==> config.mk <==
export PLATFORM = sky130hd
export DESIGN_NAME = ula_seq_param
export DESIGN_NICKNAME = d
export VERILOG_FILES = /design/src/rtl/ula_seq_param.sv
export SDC_FILE = /design/constraint.sdc
export NUM_CORES = 1
export LEC_CHECK = 0
export CAP_MARGIN = 30
export CORE_MARGIN = 1.5
export CORE_UTILIZATION = 60
export CTS_CLUSTER_SIZE = 40
export DETAILED_ROUTE_END_ITERATION = 12
export GPL_ROUTABILITY_DRIVEN = 1
export GPL_TIMING_DRIVEN = 1
export PLACE_DENSITY = 0.9
export SLEW_MARGIN = 20
export SYNTH_ARGS = -nofsm -noshare
export SYNTH_HDL_FRONTEND = slang
export SYNTH_SLANG_ARGS = --single-unit
==> constraint.sdc <==
create_clock -name clk -period 5.5 [get_ports clk]
set_clock_uncertainty 0.05 [all_clocks]
set_input_delay 1.1 -clock clk [delete_from_list [all_inputs] [get_ports clk]]
set_output_delay 1.1 -clock clk [all_outputs]
set_load 0.03 [all_outputs]
==> src/rtl/ula_seq_param.sv <==
// WIDTH-bit sequential ALU with a start/done handshake: single-cycle logic/arith ops,
// iterative shift-add multiply and restoring divide, registered result and flags.
module ula_seq_param #(
   parameter int WIDTH = 4
) (
   input  logic               clk,
   input  logic               rst_n,
   input  logic               start,
   input  logic [2:0]         op,
   input  logic [WIDTH-1:0]   a,
   input  logic [WIDTH-1:0]   b,
   input  logic               cin,
   output logic               busy,
   output logic               done,
   output logic [2*WIDTH-1:0] result,
   output logic               flag_zero,
   output logic               flag_carry,
   output logic               flag_ov,
   output logic               flag_error
);

   localparam int RW = 2 * WIDTH;
   localparam int CW = (WIDTH > 2) ? $clog2(WIDTH) : 1;
   localparam logic [CW-1:0] LAST = CW'(WIDTH - 1);

   localparam logic [2:0] OP_ADD = 3'b000;
   localparam logic [2:0] OP_SUB = 3'b001;
   localparam logic [2:0] OP_AND = 3'b010;
   localparam logic [2:0] OP_OR  = 3'b011;
   localparam logic [2:0] OP_MUL = 3'b100;
   localparam logic [2:0] OP_XOR = 3'b101;
   localparam logic [2:0] OP_DIV = 3'b110;

   typedef enum logic [2:0] {S_IDLE, S_EXEC, S_ITER, S_FIN, S_DONE} state_t;

   function automatic logic add_ov(input logic [WIDTH-1:0] x, input logic [WIDTH-1:0] y,
                                   input logic ci);
      logic signed [WIDTH:0] sx, sy, ss;
      sx = $signed({x[WIDTH-1], x});
      sy = $signed({y[WIDTH-1], y});
      ss = sx + sy + $signed({{WIDTH{1'b0}}, ci});
      return ss[WIDTH] ^ ss[WIDTH-1];
   endfunction

   function automatic logic sub_ov(input logic [WIDTH-1:0] x, input logic [WIDTH-1:0] y);
      logic signed [WIDTH:0] sx, sy, ss;
      sx = $signed({x[WIDTH-1], x});
      sy = $signed({y[WIDTH-1], y});
      ss = sx - sy;
      return ss[WIDTH] ^ ss[WIDTH-1];
   endfunction

   state_t            state_q, state_d;
   logic [2:0]        op_q, op_d;
   logic [WIDTH-1:0]  a_q, a_d, b_q, b_d;
   logic              cin_q, cin_d;
   logic [CW-1:0]     cnt_q, cnt_d;
   logic [RW-1:0]     acc_q, acc_d;
   logic [WIDTH-1:0]  rem_q, rem_d, quo_q, quo_d, dvd_q, dvd_d;
   logic              busy_q, busy_d, done_q, done_d;
   logic [RW-1:0]     result_q, result_d;
   logic              zero_q, zero_d, carry_q, carry_d, ov_q, ov_d, err_q, err_d;

   logic [WIDTH:0]    add_s, trial, diff;
   logic [WIDTH-1:0]  sub_d;
   logic              qbit;

   always_comb begin
      state_d  = state_q;
      op_d     = op_q;
      a_d      = a_q;
      b_d      = b_q;
      cin_d    = cin_q;
      cnt_d    = cnt_q;
      acc_d    = acc_q;
      rem_d    = rem_q;
      quo_d    = quo_q;
      dvd_d    = dvd_q;
      busy_d   = busy_q;
      done_d   = 1'b0;
      result_d = result_q;
      zero_d   = zero_q;
      carry_d  = carry_q;
      ov_d     = ov_q;
      err_d    = err_q;
      add_s    = '0;
      sub_d    = '0;
      trial    = '0;
      diff     = '0;
      qbit     = 1'b0;

      case (state_q)
         S_IDLE, S_DONE: begin
            // DONE behaves like IDLE so a new request can launch in the pulse cycle
            busy_d  = 1'b0;
            state_d = S_IDLE;
            if (start) begin
               op_d   = op;
               a_d    = a;
               b_d    = b;
               cin_d  = cin;
               cnt_d  = '0;
               acc_d  = '0;
               rem_d  = '0;
               quo_d  = '0;
               dvd_d  = a;
               busy_d = 1'b1;
               if (op == OP_MUL || (op == OP_DIV && b != '0)) state_d = S_ITER;
               else                                            state_d = S_EXEC;
            end
         end

         S_EXEC: begin
            carry_d = 1'b0;
            ov_d    = 1'b0;
            err_d   = 1'b0;
            case (op_q)
               OP_ADD: begin
                  add_s    = {1'b0, a_q} + {1'b0, b_q} + {{WIDTH{1'b0}}, cin_q};
                  result_d = {{(RW-WIDTH-1){1'b0}}, add_s};
                  carry_d  = add_s[WIDTH];
                  ov_d     = add_ov(a_q, b_q, cin_q);
               end
               OP_SUB: begin
                  sub_d    = a_q - b_q;
                  result_d = {{WIDTH{1'b0}}, sub_d};
                  carry_d  = (a_q < b_q);
                  ov_d     = sub_ov(a_q, b_q);
               end
               OP_AND: result_d = {{WIDTH{1'b0}}, a_q & b_q};
               OP_OR:  result_d = {{WIDTH{1'b0}}, a_q | b_q};
               OP_XOR: result_d = {{WIDTH{1'b0}}, a_q ^ b_q};
               default: begin
                  // divide by zero and the invalid opcode both land here
                  result_d = '0;
                  err_d    = 1'b1;
               end
            endcase
            zero_d  = (result_d == '0);
            busy_d  = 1'b0;
            done_d  = 1'b1;
            state_d = S_DONE;
         end

         S_ITER: begin
            if (op_q == OP_MUL) begin
               if (b_q[cnt_q]) acc_d = acc_q + ({{WIDTH{1'b0}}, a_q} << cnt_q);
            end else begin
               trial = {rem_q, dvd_q[WIDTH-1]};
               diff  = trial - {1'b0, b_q};
               qbit  = (trial >= {1'b0, b_q});
               rem_d = qbit ? diff[WIDTH-1:0] : trial[WIDTH-1:0];
               quo_d = {quo_q[WIDTH-2:0], qbit};
               dvd_d = dvd_q << 1;
            end
            if (cnt_q == LAST) begin
               cnt_d   = '0;
               state_d = S_FIN;
            end else begin
               cnt_d = cnt_q + 1'b1;
            end
         end

         S_FIN: begin
            result_d = (op_q == OP_MUL) ? acc_q : {rem_q, quo_q};
            zero_d   = (result_d == '0);
            carry_d  = 1'b0;
            ov_d     = 1'b0;
            err_d    = 1'b0;
            busy_d   = 1'b0;
            done_d   = 1'b1;
            state_d  = S_DONE;
         end

         default: begin
            busy_d  = 1'b0;
            state_d = S_IDLE;
         end
      endcase
   end

   always_ff @(posedge clk or negedge rst_n) begin
      if (!rst_n) begin
         state_q  <= S_IDLE;
         op_q     <= '0;
         a_q      <= '0;
         b_q      <= '0;
         cin_q    <= 1'b0;
         cnt_q    <= '0;
         acc_q    <= '0;
         rem_q    <= '0;
         quo_q    <= '0;
         dvd_q    <= '0;
         busy_q   <= 1'b0;
         done_q   <= 1'b0;
         result_q <= '0;
         zero_q   <= 1'b0;
         carry_q  <= 1'b0;
         ov_q     <= 1'b0;
         err_q    <= 1'b0;
      end else begin
         state_q  <= state_d;
         op_q     <= op_d;
         a_q      <= a_d;
         b_q      <= b_d;
         cin_q    <= cin_d;
         cnt_q    <= cnt_d;
         acc_q    <= acc_d;
         rem_q    <= rem_d;
         quo_q    <= quo_d;
         dvd_q    <= dvd_d;
         busy_q   <= busy_d;
         done_q   <= done_d;
         result_q <= result_d;
         zero_q   <= zero_d;
         carry_q  <= carry_d;
         ov_q     <= ov_d;
         err_q    <= err_d;
      end
   end

   assign busy       = busy_q;
   assign done       = done_q;
   assign result     = result_q;
   assign flag_zero  = zero_q;
   assign flag_carry = carry_q;
   assign flag_ov    = ov_q;
   assign flag_error = err_q;

endmodule
==> results, run 1 <==
- The instance count of the mapped netlist is between 300 and 400.
- The post-CTS resize count is 0.
- The initial utilization of the core area, before any placement, comes to 0.636.
- After detailed routing, the number of vias per cell comes to 5.95.
- The area growth from synthesis to final layout is 12.6%.
- Detailed placement finished with a half-perimeter wire length of 5540 um.
- The start point of the worst min-delay path is flag_carry.
- The number of endpoints with negative hold slack in the final report is 0.
- The post-route fraction of the period consumed by the critical path is 0.494.
- Setup repair after global routing left no endpoint under its margin.
- The worst hold path passes through 2 cells.
- The H-tree depth reported by CTS is 2.
- After layout, the minimum clock period comes to 2720 ps.
- In the final layout, the share of cells above drive strength 1 is 0.0550.
- STA classifies the critical path startpoint as a flip-flop.
- The worst IR drop on VDD is 329 uV.
- The count of TritonRoute iterations in the first routing pass is 5.
- Counting flops and latches in the post-synthesis netlist gives 51.
- Entering global routing, the biggest net connects 30 pins.
- For the worst flop-to-flop path, the logic depth is 10.
- Dividing total power by cell area gives a power density of a little under 500 nW/um^2.
- The share of the Yosys chip area taken by registers is 0.386.
- The floorplan step set the die width to 77.3 um.
- The cell area after technology mapping is 3310 sq um.
- Buffers inserted to repair hold after CTS numbered 0.
- 0 antenna diodes ended up in the layout.
- The first-pass GRT wire length is around 13000 um.
- The peak fanout along the critical path is 11.
- The buffer count from post-CTS setup fixing is 0.
- The source-to-sink clock delay at the later pin of the worst-skew pair is 310 ps.
- The most common flop cell mapped by yosys is sky130_fd_sc_hd__dfrtp_1.
- The leftover overflow at the end of global routing is 0.
- The data required time at the worst endpoint is about 5600 ps.
- In this run, placement finished with an instance count of 444.
- The TritonCTS sink count is 51.
- In this run, CTS created clock tree buffers numbering 5.
- The headroom to the max-slew limit is 0.369.
- After routing, the total negative slack on setup checks comes to 0 ps.
- The standard cell core area is around 5200 sq um.
- The max-slew violation count is 0.
- The total routing usage reported by global routing is 0.274.
- The via count of the first global-routing pass is 2664.
- The number of inserted filler cells in the final layout is 389.
- The top-level I/O count is 29.
- The data arrival time of the critical path is between 2000 and 3000 ps.
- The TritonCTS clock tree is done.
- In the layout the commonest cells are sky130_fd_sc_hd__nand2_1 (56), sky130_fd_sc_hd__dfrtp_1 (51), sky130_fd_sc_hd__o21ai_0 (39).
- Setup violations remaining at the end of the flow were counted as 0.
- The remaining number of nets flagged by the antenna check after routing is 0.
- Clock tree synthesis selected as its root buffer the cell sky130_fd_sc_hd__clkbuf_8.
- The final core utilization is 0.716.
- The worst-case clock buffer depth is 2.
- At the pin with the least slew margin, the transition time is about 940 ps.
- The clock-pin slew on the worst setup and hold paths is 100 ps.
- The vertical die dimension is 77.3 um.
- In the final design database the tool counted between 400 and 500 nets.
- The number of antenna violations at the first check in global routing is 0.
- The number of rows created at floorplan is 26.
- The sum of routed wire length over all layers is 7410 um.
- The worst flop-to-flop path endpoint is acc_q[6].
- For this block, the initial DRC count from the detailed router was about 330.
- After detailed routing, the number of remaining DRC violations is 0.
- The critical register-to-register path startpoint is cnt_q[0].
- The area of the die is roughly 6000 sq um.
- Yosys mapped a number of flops with a built-in enable equal to 0.
- Power comes to 1830 uW.
- In this run the mean area of a mapped cell was 9.14 sq um.
- The commonest non-fill, non-tap cell in the layout is sky130_fd_sc_hd__nand2_1.
- Leaving out filler cells and counting taps, the final layout contains 452.
- For flop-to-flop paths, the worst setup slack is 2780 ps.
- The class of the worst hold path is reg2reg.
- At the end of routability-driven placement, the weighted congestion stood at ~0.91.
- During placement, the flow inserted port buffers numbering 28.
- The leakage power of the design is 0.00173 uW.
- The run finished with clean final reports.
- Across the run, the number of max-cap violations was 0.
- The count of yosys warnings during synthesis is 0.
- In the synthesized netlist the async set-or-reset flop fraction comes to 1.00.
- The critical path start-end classification is reg2reg.
- The worst hold path endpoint is flag_carry.
- In the final routed layout, each cell accounts on average for 16.4 um.
- The number of vias after detailed routing is 2690.
- The kind of capture point of the worst setup path is a flip-flop.
- The netlist uses 55 different library cells.
- Static timing analysis puts the maximum clock frequency at 368 MHz.
- Synthesis produced a netlist with a net count of around 410.
[worst max-delay path, cell delays in order, from the launching register on]
cell	delay (ps)
sky130_fd_sc_hd__dfrtp_1	590
sky130_fd_sc_hd__nand2b_1	180
sky130_fd_sc_hd__nor2_1	60
sky130_fd_sc_hd__ha_1	240
sky130_fd_sc_hd__fa_1	420
sky130_fd_sc_hd__a21o_1	200
sky130_fd_sc_hd__a21o_1	190
sky130_fd_sc_hd__a21o_1	190
sky130_fd_sc_hd__a21oi_1	220
sky130_fd_sc_hd__xor2_1	160
sky130_fd_sc_hd__o21ai_0	100
[flip-flops by register name, summed over array words and instances (netlist names)]
signal and count:
acc_q 8, a_q 4, rem_q 4, quo_q 4
flag_carry 1, cin_q 1, dvd_q 4, busy 1
result 8, flag_zero 1, b_q 4, cnt_q 2
op_q 3, flag_ov 1, state_q 3, done 1
flag_error 1
[where the power goes]
part	internal (uW)	total (uW)	switching, uW
registers	476	621	145
clock network	150	280	130
logic	404	933	529
[cell families after synthesis]
logic type	count (synthesis)	synth area share
simple gates	129	0.188
compound gates	88	0.167
flops	51	0.386
buf+inv	36	0.0477
fa+ha+maj	30	0.125
mux	21	0.0681
xor+xnor	7	0.0185
[routing by layer]
layer	vias to the layer above	share of wire	track usage
li1	1299	-	-
met1	1276	0.44	0.381
met2	101	0.48	0.449
met3	14	0.063	0.0476
met4	0	0.016	0.0618
met5	-	0	0
[how the worst max path moves through the flow]
stage / cells past startpoint / slack, ps / endpoint / start
floorplan: 10 / 3080 / acc_q[6] / cnt_q[1]
global placement: 4 / 2650 / rem_q[3] / start
detailed placement: 4 / 2640 / rem_q[3] / start
CTS: 10 / 2810 / acc_q[6] / cnt_q[0]
global route: 10 / 2630 / acc_q[6] / cnt_q[0]
finish: 10 / 2780 / acc_q[6] / cnt_q[0]
[metrics by stage]
step	worst slack, ps	instance area (sq um)	hold WS (ps)
after floorplan	3080	3310	400
after CTS	2810	3730	438
final	2780	3730	432
after detailed placement	2640	3600	414
after global routing	2630	3730	456
after global placement	2650	3580	408
[cells in the mapped netlist (all sizes together) (7+ instances only)]
| library cell | count | area (sq um) |
|---|---|---|
| a21o | 8 | 60.1 |
| nand2 | 56 | 210 |
| dfrtp | 51 | 1280 |
| inv | 19 | 71.3 |
| buf | 8 | 51.3 |
| mux2i | 18 | 180 |
| ha | 25 | 313 |
| clkbuf | 9 | 35.0 |
| nor2b | 7 | 43.8 |
| a21oi | 15 | 82.6 |
| nor2 | 24 | 92.6 |
| nand3 | 19 | 108 |
| o21ai | 40 | 200 |
[layout make-up]
| cell class | instances | area [sq um] | share of cell area |
|---|---|---|---|
| repair buffers | 29 | 295 | 0.0792 |
| clock buffers | 6 | 82.6 | 0.0222 |
| flip-flops and latches | 51 | 1280 | 0.343 |
| inverters | 19 | 71.3 | 0.0191 |
| multi-input cells | 275 | 1870 | 0.503 |
| well taps | 70 | 87.6 | 0.0235 |
| clock inverters | 2 | 38.8 | 0.0104 |
No activity file was read; power rests on OpenSTA's default activity.
==> inputs of run 2 (changes only) <==
Settings changed: CORE_UTILIZATION 60 to 58, PLACE_DENSITY 0.9 to 0.88.
Clock period 5.5 ns to 2.8 ns, I/O delays scaled along.
==> run 2 against run 1 <==
Effect of this change: sequential share of layout area shrank 0.16 points; final area is 0.57% higher; highest routed layer unchanged; routed wire length grew 2.1%; critical path type unchanged; global-route usage shrank 0.27 points.
==> results, run 2 (synthesis gave the netlist of run 1 again) <==
- The sequential cell area in the final layout is 1280 sq um (about the same).
- The number of vias after detailed routing is 2705 (was 2690).
- The number of diodes added for antenna fixing is 0 (unchanged).
- The HPWL reported at the end of detailed placement is 5750 um (was 5540 um).
- The vertical die dimension is 78.5 um (was 77.3 um).
- The relative contribution of sequential cells to total power is 0.340 (was 0.339).
- The number of maximum-capacitance violations is 0 (unchanged).
- The sum of routed wire length over all layers was 7560 um (was 7410 um).
- The final-layout setup total negative slack is 0 ps (unchanged).
- The delay contributed by the slowest stage of the critical path came to 490 ps (was 590 ps).
- The power per standard cell area is 946 nW/um^2 (was 492 nW/um^2).
- The data arrival time of the critical path is 2660 ps (was 2860 ps).
- The fraction of power consumed by combinational cells is 0.530 (was 0.509).
- The clock-pin slew on the worst setup and hold paths was 100 ps (about the same).
- The final core utilization is 0.681 (was 0.716).
- The number of buffers created by CTS came to 5 (unchanged).
- The critical path start-end classification is reg2reg (unchanged).
- The total area of multi-input combinational cells is 1870 sq um (unchanged).
- The leftover overflow at the end of global routing came to 0 (unchanged).
- The largest net degree at the start of global routing is 31 (was 30).
- The effective utilization at floorplan was 0.601 (was 0.636).
- The global placer's final weighted congestion was 0.931 (was 0.910).
- The top-level I/O count came to 29 (unchanged).
- The library cell used as clock root buffer is sky130_fd_sc_hd__clkbuf_8 (unchanged).
- The H-tree depth reported by CTS came to 2 (unchanged).
- The routed via count divided by cell count came to 5.87 (was 5.95).
- The headroom to the max-slew limit is 0.513 (was 0.369).
- The total routing usage reported by global routing is 0.272 (was 0.274).
- The number of design rule violations left after detail routing was 0 (unchanged).
- The remaining number of nets flagged by the antenna check after routing was 0 (unchanged).
- The maximum clock frequency came to 397 MHz (was 368 MHz).
- Worst-path cell chain: nand2b_1 > nor2_1 > ha_1 > fa_1 > a21o_1 > a21o_1 > a21o_1 > a21oi_1 > xor2_1 > o21ai_0 (unchanged).
- The clock share of power is 0.130 (was 0.152).
- The final critical-path required period was 2520 ps (was 2720 ps).
- The data required time at the worst endpoint was 2940 ps (was 5640 ps).
- The post-route fraction of the period consumed by the critical path is 0.900 (was 0.494).
- The routed wire length per instance is 16.4 um (about the same).
- The number of endpoints with negative hold slack in the final report came to 0 (unchanged).
- The number of rows created at floorplan is 27 (was 26).
- The leakage power of the design is 0.00174 uW (was 0.00173 uW).
- The cell-internal power is 1950 uW (was 1030 uW).
- The class of the worst hold path was in2async (was reg2reg).
- The peak fanout along the critical path came to 11 (unchanged).
- Status: complete, no violations (unchanged).
- The via count of the first global-routing pass came to 2641 (was 2664).
- The kind of capture point of the worst setup path is a flip-flop (unchanged).
- The commonest non-fill, non-tap cell in the layout is sky130_fd_sc_hd__nand2_1 (unchanged).
- The net load switching power is 1590 uW (was 803 uW).
- RSZ-0062 raised after global routing: no (unchanged).
- The sort of element at the start of the critical path is a flip-flop (unchanged).
- The count of TritonRoute iterations in the first routing pass came to 5 (unchanged).
- The source-to-sink clock delay at the later pin of the worst-skew pair is 310 ps (about the same).
- The horizontal die dimension is 78.5 um (was 77.3 um).
- The standard cell core area is 5510 sq um (was 5200 sq um).
- The worst-margin pin slew is 728 ps (was 942 ps).
- The worst-case clock buffer depth was 2 (unchanged).
- The net switching share of the total power came to 0.449 (was 0.438).
- The cell with the most instances on the worst path is sky130_fd_sc_hd__a21o_1 (unchanged).
- The final layout net count came to 433 (was 426).
- Most used cells in the layout excluding fill and tap cells: sky130_fd_sc_hd__nand2_1 (56), sky130_fd_sc_hd__dfrtp_1 (50), sky130_fd_sc_hd__o21ai_0 (39) (was sky130_fd_sc_hd__nand2_1 (56), sky130_fd_sc_hd__dfrtp_1 (51), sky130_fd_sc_hd__o21ai_0 (39)).
- The number of inserted filler cells in the final layout came to 432 (was 389).
- The worst IR drop on VDD is 681 uV (was 329 uV).
- The TritonCTS sink count is 51 (unchanged).
- The max-slew violation count is 0 (unchanged).
- The iteration-0 DRC count of the detailed router is 226 (was 331).
- The area of the die is 6170 sq um (was 5970 sq um).
- The slowest stage cell on the critical path was sky130_fd_sc_hd__dfrtp_2 (was sky130_fd_sc_hd__dfrtp_1).
- The number of antenna violations at the first check in global routing is 0 (unchanged).
- The quantity of I/O buffers inserted on ports came to 28 (unchanged).
- The final number of setup-violating endpoints came to 0 (unchanged).
- The area growth from synthesis to final layout is 13.3% (was 12.6%).
- The TritonCTS clock tree is done (unchanged).
- The fraction of final layout cells with drive strength greater than 1 is 0.0746 (was 0.0550).
- The first-pass GRT wire length was 12800 um (was 12900 um).
==> run 2: changes by cell type in the layout (fill, tap and decap cells not counted), sizes merged <==
cell	before	now
clkinvlp	0	1
buf	2	9
clkinv	0	1
bufinv	1	0
inv	20	19
==> run 2: area by class of cell <==
class,instances,area share
Sequential cell,51,0.341
Clock inverter,2,0.00434
Multi-Input combinational cell,275,0.500
Tap cell,72,0.0240
Clock buffer,6,0.0220
Timing Repair Buffer,36,0.0895
Inverter,19,0.0190
==> run 2: metrics by stage <==
stage                     std cells  worst slack (ps)  total power (uW)  cell area, sq um  hold WS, ps
final                           461               280              3540              3750          222
after global routing            461              52.2              3830              3750          280
after CTS                       461               195              3530              3750          241
after detailed placement        453               220              3070              3650          417
after global placement          453               334              2990              3650          408
after floorplan                 362               383              2540              3310          214
==> run 2: repair_timing <==
action,in CTS,in global routing
setup endpoints to repair,0,1
buffers inserted,0,0
hold endpoints to repair,0,0
hold buffers,0,0
resized for setup,0,1
==> run 2: worst paths after layout <==
path                                   to  slack, ps       from  cells after the start
worst max-delay path             acc_q[6]        280   cnt_q[0]                     10
worst min-delay path              op_q[0]        220      rst_n                      1
worst max register to register   acc_q[6]        280   cnt_q[0]                     10
worst min register to register  result[3]        440  result[3]                      2
max in group asynchronous        cnt_q[0]       1830      rst_n                      2
min in group clk                result[3]        440  result[3]                      2
==> run 2: layer usage <==
| layer | vias up | track usage | part of all wire |
|---|---|---|---|
| li1 | 1309 | - | - |
| met1 | 1298 | 0.376 | 0.45 |
| met2 | 82 | 0.439 | 0.48 |
| met3 | 16 | 0.0419 | 0.051 |
| met4 | 0 | 0.0839 | 0.022 |
| met5 | - | 0 | 0 |
==> run 2: power groups by stage <==
| stage | clock, uW | combinational [uW] | sequential, uW |
|---|---|---|---|
| global route | 494 | 2100 | 1240 |
| CTS | 467 | 1870 | 1200 |
| global placement | 0 | 1790 | 1200 |
| detailed placement | 0 | 1860 | 1210 |
| finish | 461 | 1880 | 1200 |
| floorplan | 0 | 1300 | 1240 |
==> run 2: critical path: cells and delay by family, from the launching register on <==
kind | cells | cell delay (ps)
compound gates | 5 | 850
fa+ha+maj | 2 | 670
flops | 1 | 490
simple gates | 2 | 210
xor+xnor | 1 | 160
